===== config.mk =====
export PLATFORM = sky130hd
export DESIGN_NAME = nr_divider
export DESIGN_NICKNAME = d
export VERILOG_FILES = /design/src/rtl/arith_pkg.sv /design/src/rtl/nr_addsub_step.sv /design/src/rtl/nr_divider.sv
export SDC_FILE = /design/constraint.sdc
export NUM_CORES = 1
export LEC_CHECK = 0
export CORE_MARGIN = 2
export CORE_UTILIZATION = 40
export CTS_BUF_LIST = sky130_fd_sc_hd__clkbuf_16
export DETAILED_ROUTE_END_ITERATION = 8
export GPL_ROUTABILITY_DRIVEN = 1
export PLACE_DENSITY = 0.64
export REMOVE_ABC_BUFFERS = 1
export SLEW_MARGIN = 20
export SYNTH_ARGS = -nofsm -noshare
export SYNTH_HDL_FRONTEND = slang
export SYNTH_HIERARCHICAL = 1
export SYNTH_SLANG_ARGS = --single-unit

===== constraint.sdc =====
create_clock -name clk -period 7.5 [get_ports clk]
set_clock_uncertainty 0.1 [all_clocks]
set_input_delay 0.75 -clock clk [delete_from_list [all_inputs] [get_ports clk]]
set_output_delay 0.75 -clock clk [all_outputs]
set_load 0.02 [all_outputs]

===== src/rtl/arith_pkg.sv =====
// arith_pkg: shared state encoding and helpers for the arithmetic datapath units.
package arith_pkg;

    typedef enum logic [3:0] {
        IDLE = 4'b0001,
        ITER = 4'b0010,
        FIX  = 4'b0100,
        DONE = 4'b1000
    } div_state_e;

    // Two's-complement magnitude of the low w bits of x; the caller slices [w-1:0].
    function automatic logic [63:0] abs_w(input logic [63:0] x, input int w);
        return x[w-1] ? -x : x;
    endfunction

endpackage


===== src/rtl/nr_addsub_step.sv =====
// nr_addsub_step: WIDTH+1 bit add/subtract of the partial remainder and divisor magnitude.
module nr_addsub_step #(
    parameter int WIDTH = 32
) (
    input  logic [WIDTH:0]   a,
    input  logic [WIDTH-1:0] m,
    input  logic             sub,
    output logic [WIDTH:0]   y
);

    assign y = sub ? a - {1'b0, m} : a + {1'b0, m};

endmodule


===== src/rtl/nr_divider.sv =====
// nr_divider: multi-cycle non-restoring divider, signed/unsigned, with start/busy/done handshake.
module nr_divider
    import arith_pkg::*;
#(
    parameter  int WIDTH = 32,
    localparam int CNT_W = $clog2(WIDTH)
) (
    input  logic             clk,
    input  logic             rst_b,
    input  logic             start,
    input  logic             signed_mode,
    input  logic [WIDTH-1:0] dividend,
    input  logic [WIDTH-1:0] divisor,
    output logic             busy,
    output logic             done,
    output logic [WIDTH-1:0] quotient,
    output logic [WIDTH-1:0] remainder,
    output logic             div_by_zero,
    output logic             overflow
);

    div_state_e state, state_nxt;
    logic [CNT_W-1:0] cnt;
    logic [WIDTH:0]   p, sh, step_a, step_y;
    logic [WIDTH-1:0] q, m, rem_mag, dvd_mag, dvs_mag;
    logic [63:0]      a_abs, b_abs;
    logic             q_neg, r_neg, ovf_l, step_sub, zero_div, last, accept;

    assign a_abs    = abs_w(64'(dividend), WIDTH);
    assign b_abs    = abs_w(64'(divisor), WIDTH);
    assign dvd_mag  = signed_mode ? a_abs[WIDTH-1:0] : dividend;
    assign dvs_mag  = signed_mode ? b_abs[WIDTH-1:0] : divisor;
    assign zero_div = divisor == '0;
    assign last     = cnt == CNT_W'(WIDTH - 1);
    assign accept   = state == IDLE && start;

    // The single adder does the per-iteration step in ITER and the final correction in FIX.
    assign sh       = {p[WIDTH-1:0], q[WIDTH-1]};
    assign step_a   = state == FIX ? p : sh;
    assign step_sub = state == FIX ? 1'b0 : ~p[WIDTH];
    assign rem_mag  = p[WIDTH] ? step_y[WIDTH-1:0] : p[WIDTH-1:0];

    nr_addsub_step #(.WIDTH(WIDTH)) u_step (
        .a   (step_a),
        .m   (m),
        .sub (step_sub),
        .y   (step_y)
    );

    assign busy = state == ITER || state == FIX;
    assign done = state == DONE;

    always_comb begin
        state_nxt = state;
        state_nxt = state == IDLE ? (start ? (zero_div ? DONE : ITER) : IDLE) :
                    state == ITER ? (last ? FIX : ITER) :
                    state == FIX  ? DONE : IDLE;
    end

    always_ff @(posedge clk or negedge rst_b) begin
        if (!rst_b) begin
            state       <= IDLE;
            cnt         <= '0;
            p           <= '0;
            q           <= '0;
            m           <= '0;
            q_neg       <= 1'b0;
            r_neg       <= 1'b0;
            ovf_l       <= 1'b0;
            quotient    <= '0;
            remainder   <= '0;
            div_by_zero <= 1'b0;
            overflow    <= 1'b0;
        end else begin
            state <= state_nxt;
            if (accept) begin
                p     <= '0;
                cnt   <= '0;
                q     <= dvd_mag;
                m     <= dvs_mag;
                q_neg <= signed_mode & (dividend[WIDTH-1] ^ divisor[WIDTH-1]);
                r_neg <= signed_mode & dividend[WIDTH-1];
                ovf_l <= signed_mode && dividend == {1'b1, {(WIDTH-1){1'b0}}} && &divisor;
                if (zero_div) begin
                    quotient    <= '1;
                    remainder   <= dividend;
                    div_by_zero <= 1'b1;
                    overflow    <= 1'b0;
                end
            end else if (state == ITER) begin
                p   <= step_y;
                q   <= {q[WIDTH-2:0], ~step_y[WIDTH]};
                cnt <= cnt + CNT_W'(1);
            end else if (state == FIX) begin
                quotient    <= q_neg ? -q : q;
                remainder   <= (r_neg && rem_mag != '0) ? -rem_mag : rem_mag;
                div_by_zero <= 1'b0;
                overflow    <= ovf_l;
            end
        end
    end

endmodule


## Yosys cells after proc, flatten, opt, wreduce, memory -nomap -nowiden

Index checks and enable logic that the tools add are counted.

- Register bits: 175
- Input bits: 68
- Output and inout port bits: 68

- Reduce and logical (&&, ||, !) cells: 11
- Mux-type cells: 38
- Eq/ne operators: 8
- $add $sub $neg: 7
- Bitwise gates (word level): 5

Operators by type and width:

| operator | number |
|---|---|
| $mux 32 | 17 |
| $mux 33 | 4 |
| $neg 32->32 | 4 |
| $add 33x32->33 | 1 |
| $sub 33x32->33 | 1 |
| $eq 32x32->1 const B | 1 |
| $logic_not 32->1 | 1 |
| $reduce_and 32->1 | 1 |
| $reduce_bool 32->1 | 1 |
| $mux 4 | 5 |
| $mux 5 | 2 |
| $mux 1 | 9 |
| $add 5x1->5 const B | 1 |
| $eq 5x5->1 const B | 1 |
| $eq 4x1->1 const B | 1 |
| $eq 4x2->1 const B | 1 |
| $eq 4x3->1 const B | 1 |
| $eq 4x4->1 const B | 1 |
| $logic_and 1x1->1 | 4 |
| $ne 2x2->1 const B | 2 |
| $reduce_bool 2->1 | 2 |
| $mux 3 | 1 |
| $reduce_and 3->1 | 1 |
| $and 1x1->1 | 2 |
| other kinds (3) | 4 |

## Longest topological paths before layout

Gate-level depths: netlist of run 1.

- Depth after elaboration: 11
- Gate-level depth with buffers: 29
- Mapped depth without buffers: 21

## Modules after synthesis

The synthesis of run 1 kept the hierarchy.

Modules (own cells, without submodules):

| module | instances | area an instance (um^2) | cells each | seq. area each (um^2) |
|---|---|---|---|---|
| nr_divider | 1 | 10821.6 | 1317 | 4380.5 |
| nr_addsub_step | 1 | 2616.3 | 385 | 0.0 |

## Worst setup path before layout of run 1

Ideal clock, no wire load.

- Path type: flip-flop to flip-flop
- Start point: register p[32]
- End point: register remainder[31]
- Arrival time: 6261 ps
- Library setup time: 137 ps
- Setup slack: 1002 ps
- Clock period less this slack: 6498 ps
- Cell stages (with the launch flop): 27
- Path buffers: 10
- Path through: dfrtp_1 > buf_6 > buf_2 > buf_2 > clkbuf_1 > buf_2 > buf_2 > buf_2 > nor2_1 > clkbuf_1 > clkbuf_1 > mux2i_1 > fa_1 > a211oi_2 > o211ai_1 > a211oi_2 > nor2_1 > a31o_2 > xor2_1 > or4b_1 > a21bo_1 > or4_1 > o31a_1 > buf_6 > a21boi_0 > xnor2_1 > a21oi_1

- Word-level cells in the longest chain between the ends: 10
- Elaborated cells on any way between the ends: 11
- Classes of those cells: 1 x add/sub; 7 x mux; 1 x bitwise; 2 x reduce/logical

RTL lines:

| what | RTL line | source |
|---|---|---|
| start, declared | nr_divider.sv:24 | `logic [WIDTH:0] p, sh, step_a, step_y;` |
| start signal, assigned | nr_divider.sv:91 | `p <= step_y;` |
| $not 1->1 (*) | nr_divider.sv:40 | `assign step_sub = state == FIX ? 1'b0 : ~p[WIDTH];` |
| $mux 1 (*) | nr_divider.sv:40 |  |
| named net step_sub | nr_divider.sv:27 | `logic q_neg, r_neg, ovf_l, step_sub, zero_div, last, accept;` |
| $mux 33 (*) | nr_addsub_step.sv:11 | `assign y = sub ? a - {1'b0, m} : a + {1'b0, m};` |
| named net step_y[26] | nr_divider.sv:24 |  |
| $mux 32 (*) | nr_divider.sv:41 | `assign rem_mag = p[WIDTH] ? step_y[WIDTH-1:0] : p[WIDTH-1:0];` |
| parallel branches: the longest is 2 deep, another holds $neg 32->32 | -- |  |
| $mux 32 (*) | nr_divider.sv:96 | `remainder <= (r_neg && rem_mag != '0) ? -rem_mag : rem_mag;` |
| $mux 32 (*) | nr_divider.sv:94 | `end else if (state == FIX) begin` |
| $mux 32 (*) | nr_divider.sv:90 | `end else if (state == ITER) begin` |
| $mux 32 (*) | nr_divider.sv:76 | `if (accept) begin` |
| end signal, assigned | nr_divider.sv:86 | `remainder <= dividend;` |
| end signal, assigned | nr_divider.sv:96 |  |
| end, declared | nr_divider.sv:17 | `output logic [WIDTH-1:0] remainder,` |

Mark *: on every way through the listed nets, which the timed path passes. The select of a mux whose other input is x is not followed.
A chain may end at the register's enable or synchronous reset.

## Worst setup path in the final report of run 1

- Start point: register state[3]
- End point: register remainder[31]

- Elaborated cells on any way between the ends: 21
- Classes of those cells: 3 x add/sub; 5 x eq/ne; 8 x mux; 5 x reduce/logical

RTL lines:

| what | RTL line | source |
|---|---|---|
| start, declared | nr_divider.sv:22 | `div_state_e state, state_nxt;` |
| start signal, assigned | nr_divider.sv:75 | `state <= state_nxt;` |
| $eq 4x3->1 (*) | nr_divider.sv:40 |  |
| $mux 1 (*) | nr_divider.sv:40 |  |
| named net step_sub | nr_divider.sv:27 |  |
| $mux 33 (*) | nr_addsub_step.sv:11 |  |
| named net step_y[25] | nr_divider.sv:24 |  |
| $mux 32 (*) | nr_divider.sv:41 |  |
| parallel branches: the longest is 2 deep, another holds $neg 32->32 | -- |  |
| $mux 32 (*) | nr_divider.sv:96 |  |
| $mux 32 (*) | nr_divider.sv:94 |  |
| $mux 32 (*) | nr_divider.sv:90 |  |
| $mux 32 (*) | nr_divider.sv:76 |  |

Marked as above.

==> results of run 1 <==
==> power breakdown <==
| part | switching (mW) | internal, mW |
|---|---|---|
| clock | 0.407 | 0.462 |
| combinational | 2.42 | 1.48 |
| sequential | 0.339 | 1.18 |
| total | 3.17 | 3.12 |
==> registers in the layout, indices dropped and copies added (netlist names) <==
register	flops
m	32
remainder	32
state	4
div_by_zero	1
q	32
cnt	5
overflow	1
quotient	32
r_neg	1
ovf_l	1
p	33
q_neg	1
==> worst paths after layout <==
check	end	slack, ns	depth (start not counted)
worst max-delay path	remainder[31]$_DFFE_PN0P_	1.10	19
worst min-delay path	quotient[30]$_DFFE_PN0P_	0.30	1
worst max register to register	remainder[31]$_DFFE_PN0P_	1.10	19
max in group asynchronous	p[32]$_DFFE_PN0P_	5.49	2
min in group clk	ovf_l$_DFFE_PN0P_	0.36	2
worst min register to register	ovf_l$_DFFE_PN0P_	0.36	2
==> logic make-up (layout without fill, tap and decap cells) <==
logic type               after synthesis  after routing
AND/OR/NAND/NOR                      664            664
AO/OA/AOI/OAI                        486            486
XOR/XNOR                             165            165
adder cells (fa/ha/maj)               41             41
multiplexers                          41             41
flip-flops                           175            175
buffers and inverters                130            219
==> stage by stage <==
step | TNS, ns | setup slack (ns)
after global placement | 0 | 1.264
final | 0 | 1.099
after global routing | 0 | 0.7899
after detailed placement | 0 | 1.117
after CTS | 0 | 1.083
after floorplan | -582.34 | -8.337
==> layout make-up <==
| cell class | count | area, um2 | area share, % |
|---|---|---|---|
| timing repair buffer | 152 | 1483 | 9.456 |
| multi-input combinational | 1397 | 8561 | 54.60 |
| inverter | 35 | 131.4 | 0.8379 |
| clock inverter | 15 | 137.6 | 0.8778 |
| sequential | 175 | 4382 | 27.94 |
| tap | 448 | 560.5 | 3.575 |
| clock buffer | 17 | 425.4 | 2.713 |
==> layer usage <==
metal  vias to the layer above  track usage [%]  share of wire [%]
li1                       6232                -                  -
met1                      6037            30.94                 48
met2                       277            37.65                 47
met3                        29            2.795                4.0
met4                         0            4.762                1.2
met5                         -                0                  0
==> layout by cell type, fill, tap and decap left out, types with 10 or more instances in the layout <==
cell type | Yosys | layout
o41ai_1 | 12 | 12
nor4_1 | 18 | 16
inv_1 | 34 | 35
xor2_1 | 64 | 64
and3_1 | 11 | 11
mux2i_1 | 35 | 35
a22o_1 | 14 | 14
a21oi_1 | 145 | 145
a31oi_1 | 28 | 28
ha_1 | 40 | 40
nor3_1 | 39 | 39
a211oi_1 | 11 | 11
buf_4 | 1 | 17
a22oi_1 | 19 | 19
nand2b_1 | 10 | 10
nand3_1 | 23 | 23
or3_1 | 35 | 35
o31ai_1 | 19 | 19
clkbuf_16 | 0 | 17
nand4_1 | 16 | 16
or4_1 | 16 | 15
o21ai_0 | 157 | 157
nand2_1 | 296 | 296
nor2_1 | 143 | 141
clkdlybuf4s50_1 | 0 | 134
xnor2_1 | 100 | 100
dfrtp_1 | 174 | 173
==> impl_results.md, run 1 <==
- WL/cell: 17.56 um
- FMAX: 156.2 MHz
- FP Rows: 67
- Crit path largest cell delay: 0.63 ns
- CP max stage cell: nor4b_2
- Die X: 187.3 um
- XOR/XNOR Fraction of Synth Area: 10.81%
- Post-synth ARST share: 100.0%
- Number of synthesized flops with an enable pin: 0
- Post-Layout Inst Area: 15680 um2
- Worst EP required: 7.69 ns
- Share of the synthesized area in the top cell type: 32.40%
- Post-synthesis compound-gate area fraction: 22.31%
- Area leader, netlist: dfrtp_1
- CP Capture Type: flop
- Number of remaining DRC errors: 0
- HP Class: input pin to async pin
- Root buffer cell: clkbuf_16
- Sequential share of the synthesized area: 32.60%
- Initial Util: 40.38%
- I/O Buffers: 135
- Max Cap Violations: 0
- Layout cells sized above 1: 5.248%
- Mux cell area share after synthesis: 3.110%
- RD Place Congestion: 0.9176
- Post-Layout Cell Count: 2239
- Clk Latency, worst-skew pair: 0.44 ns
- Final ANT Viol Nets: 0
- Antenna cells: 0
- Slew @ Worst Pin: 0.9554 ns
- Die area: 35080 um2
- Worst R2R Start: state[3]$_DFF_PN0_
- Vias in the first global route: 11.98k
- Crit path max-delay family: simple AND/OR/NAND/NOR gates
- Longest Clk Path Bufs: 2
- Run status: finished clean
- Clock Sinks: 175
- Worst path arrival time: 6.59 ns
- Worst hold slack: 0.3038 ns
- Pwr dens: 401.1 nW/um2
- Pleak: 6.483 nW
- Final period utilization: 85.34%
- Setup violations, final: 0
- Mapped Area: 13440 um2
- Worst path bufs/invs: 1
- CTS tree: done
- Final period demand of the worst path: 6.401 ns
- I/O Pins: 136
- Syn Inst Count: 1702
- Fillers: 3339
- Post-Synth Simple-Gate Area: 23.31%
- Hold buffers post-CTS: 0
- H-tree depth: 4
- Worst-path clk slew: 0.07 ns
- GR Overflow Total: 0
- Slew headroom: 36.31%
- Largest cells by area after synthesis: dfrtp_1, nand2_1, xnor2_1
- Via count: 12.58k
- Largest net degree at the start of global routing: 115
- Total GRT Usage: 22.41%
- Slew Viols, Final: 0
- Overall power: 6.290 mW
- Inst Count DP: 2207
- Starting DRC count in detailed routing: 961
- Final nets: 1887
- Post-CTS Setup Bufs: 0
- Largest family of logic cells by synthesized area: simple AND/OR/NAND/NOR gates
- Max VDD drop: 0.1849 mV
- Die Height: 187.3 um
- Worst Setup SP: state[3]$_DFF_PN0_
- Synth-to-layout area growth: 16.69%
- Final Hold Violating Endpoints: 0
- First-pass GRT wire length: 63.87 mm
- Initial antenna violation count: 0
- Final HPWL DP: 29.69 mm
- Core area: 33280 um2
- Critical path fanouts, max: 21
- Synth Area in Adders: 3.873%
- Most numerous cell in the Yosys netlist: nand2_1
- Yosys warns: 6
- Setup Crit Path Kind: flop to flop
- Final core occ: 47.11%
- Post_cts resized: 0
- Ys flop type: dfrtp_1
- RSZ-0062 raised after global routing: no
- Startpoint types: flop
- Syn_area_per_cell: 7.895 um2
- Routed vias/inst: 5.616
- Cell Chain, Critical Path: nor4b_2 > nor2_2 > buf_4 > or2_2 > xor2_1 > ha_1 > nand3_1 > nor2_1 > o211ai_4 > a2111oi_4 > o2111a_1 > a311oi_1 > or4b_1 > a21bo_1 > or4_1 > o31a_1 > a21boi_0 > xnor2_1 > a21oi_1
- Top cells by count, synth: nand2_1, dfrtp_1, o21ai_0
- Synth Register Bits: 175
- Cell variety after synth: 88
- CTS buffer count: 17
- Area after DPL: 15110 um2
- Drt pass-1 iters: 5
- Detailed Route WL: 39.32 mm
Power figures use the tool's default switching activity.
==> inputs of run 2 (changes only) <==
Clock period 7.5 ns to 6.35 ns, I/O delays scaled along.
==> run 2 against run 1 <==
  * The flow now finishes with violations (hold timing)
  * Critical path depth stayed put
  * Flip-flop and latch count stayed put
  * Largest cell class unchanged
  * Power is 20% higher
  * Non-clock buffer count is 6 higher
  * Critical path type unchanged
  * Global-route usage is 0.54 points lower
  * Clock power is 22% higher
  * Largest power group unchanged
  * Cell count is 0.27% higher
  * Die area stayed put
==> impl_results.md, run 2 (synthesis gave the netlist of run 1 again) <==
- Area after DPL: 15150 um2 (+0.30%)
- Drt pass-1 iters: 6 (+1)
- Worst Setup SP: state[3]$_DFF_PN0_
- I/O Buffers: 135 (unchanged)
- Worst hold slack: -0.008937 ns (-0.3127 ns)
- Initial Util: 40.38% (unchanged)
- Die Height: 187.3 um (unchanged)
- Run status: finished, violations left
- Final core occ: 47.38% (+0.27 points)
- Crit path max-delay family: simple AND/OR/NAND/NOR gates
- Synth-to-layout area growth: 17.35%
- Critical path fanouts, max: 45 (+110%)
- Via count: 12.58k (+0.032%)
- Final Hold Violating Endpoints: 3 (+3)
- Final period utilization: 96.05% (+11 points)
- Detailed Route WL: 39.09 mm (-0.59%)
- CTS tree: done
- Core area: 33280 um2 (unchanged)
- Setup violations, final: 0 (unchanged)
- Final WS setup: 0.2506 ns (-0.8486 ns)
- GR Overflow Total: 0 (unchanged)
- Clk Latency, worst-skew pair: 0.43 ns (about the same)
- Most common cell after layout, fill and taps aside: nand2_1
- Register with the most flip-flops: p
- Slew headroom: 34.95% (-1.4 points)
- Worst R2R Start: state[3]$_DFF_PN0_
- Clock Sinks: 175 (unchanged)
- Reg2Reg Setup Slack: 0.25 ns (-0.85 ns)
- I/O Pins: 136 (unchanged)
- Slew Viols, Final: 0 (unchanged)
- WP depth: 19 (unchanged)
- Worst setup path endpoint: remainder[2]$_DFFE_PN0P_
- FP Rows: 67 (unchanged)
- Max VDD drop: 0.2212 mV (+20%)
- Die area: 35080 um2 (unchanged)
- CP Capture Type: flop
- Starting DRC count in detailed routing: 964 (+0.31%)
- Pwr dens: 477.4 nW/um2 (+19%)
- Startpoint types: flop
- Vias in the first global route: 11.83k (-1.3%)
- Worst EP required: 6.54 ns (-1.15 ns)
- Post-Layout Inst Area: 15770 um2 (+0.57%)
- Violated checks: hold timing
- Worst path arrival time: 6.28 ns (-0.31 ns)
- CTS buffer count: 17 (unchanged)
- Setup TNS: 0 ns (unchanged)
- Root buffer cell: clkbuf_16
- Post-CTS Setup Bufs: 0 (unchanged)
- Antenna cells: 0 (unchanged)
- Crit path largest cell delay: 0.71 ns (+0.08 ns)
- Hold buffers post-CTS: 0 (unchanged)
- Final nets: 1893 (+0.32%)
- Largest net degree at the start of global routing: 83 (-28%)
- Total GRT Usage: 21.88% (-0.54 points)
- WL/cell: 17.41 um (-0.85%)
- Slew @ Worst Pin: 0.9757 ns (+0.02032 ns)
- First-pass GRT wire length: 62.58 mm (-2.0%)
- Layout cells sized above 1: 5.620% (+0.37 points)
- Max reg flops: 33 (unchanged)
- Dpl ws: 0.1730 ns (-0.9444 ns)
- H-tree depth: 4 (unchanged)
- HP Class: input pin to async pin
- Worst path bufs/invs: 2 (+1)
- R2r worst-path depth: 19 (unchanged)
- Max Cap Violations: 0 (unchanged)
- RSZ-0062 raised after global routing: no
- RD Place Congestion: 0.9305 (+1.4%)
- Overall power: 7.527 mW (+20%)
- Setup Crit Path Kind: flop to flop
- Final ANT Viol Nets: 0 (unchanged)
- R2R Path End: remainder[2]$_DFFE_PN0P_
- CP max stage cell: or4b_2
- Pleak: 6.529 nW (+0.71%)
- Die X: 187.3 um (unchanged)
- Fillers: 3328 (-0.33%)
- Final HPWL DP: 29.24 mm (-1.5%)
- Routed vias/inst: 5.603 (-0.24%)
- Final period demand of the worst path: 6.099 ns (-0.3014 ns)
- Initial antenna violation count: 1 (+1)
- Post_cts resized: 0 (unchanged)
- Worst-path clk slew: 0.08 ns (about the same)
- Longest Clk Path Bufs: 2 (unchanged)
- FMAX: 164.0 MHz (+4.9%)
- Cell Chain, Critical Path: or4b_2 > buf_4 > nand2_1 > nand2_1 > fa_1 > a211oi_2 > o211ai_1 > a211oi_2 > buf_4 > o31ai_1 > a31oi_1 > xnor2_1 > or4b_1 > a21bo_1 > or4_1 > o31a_4 > nor2b_1 > xor2_1 > a21oi_1
- Commonest non-fill, non-tap cells in the layout: nand2_1, dfrtp_1, o21ai_0
- Number of remaining DRC errors: 0 (unchanged)
-- run 2: changes by cell type in the layout (fill, tap and decap cells not counted), sizes merged --
cell | previous run | this run
inv | 40 | 41
clkbuf | 18 | 17
buf | 17 | 24
bufinv | 1 | 0
clkinvlp | 1 | 0
clkinv | 8 | 9
-- run 2: how the worst min path moves through the flow --
stage	start	to	slack (ns)	cells past startpoint
floorplan	rst_b	cnt[0]$_DFFE_PN0P_	0.24	0
global placement	ovf_l$_DFFE_PN0P_	ovf_l$_DFFE_PN0P_	0.34	2
detailed placement	ovf_l$_DFFE_PN0P_	ovf_l$_DFFE_PN0P_	0.35	2
CTS	rst_b	quotient[31]$_DFFE_PN0P_	0.001	1
global route	rst_b	quotient[31]$_DFFE_PN0P_	0.01	1
finish	rst_b	quotient[30]$_DFFE_PN0P_	-0.009	1
-- run 2: where the power goes --
part           total [mW]  switching [mW]  internal (mW)  leakage [nW]
Clock                1.06           0.533          0.531         0.290
Combinational        4.68            2.87           1.80          3.97
Sequential           1.79           0.399           1.39          2.27
-- run 2: area by class of cell --
cell class                 instances  area [um2]  share of cell area [%]
sequential                       175        4382                   27.79
clock inverter                    15       171.4                   1.087
timing repair buffer             158        1529                   9.696
clock buffer                      17       425.4                   2.698
tap                              448       560.5                   3.555
inverter                          35       131.4                  0.8331
multi-input combinational       1397        8569                   54.34
-- run 2: per-stage QoR --
stage          std cells  hold slack [ns]
2_1_floorplan       1607           0.2394
3_5_place_dp        2213           0.3488
5_1_grt             2245          0.01103
4_1_cts             2245         0.001342
6_report            2245        -0.008937
3_3_place_gp        2213           0.3424
-- run 2: routing by layer --
layer	track usage, %	wire length [um]
met5	0	13
met4	6.807	810
met3	2.251	1771
met2	35.77	17830
met1	30.49	18660
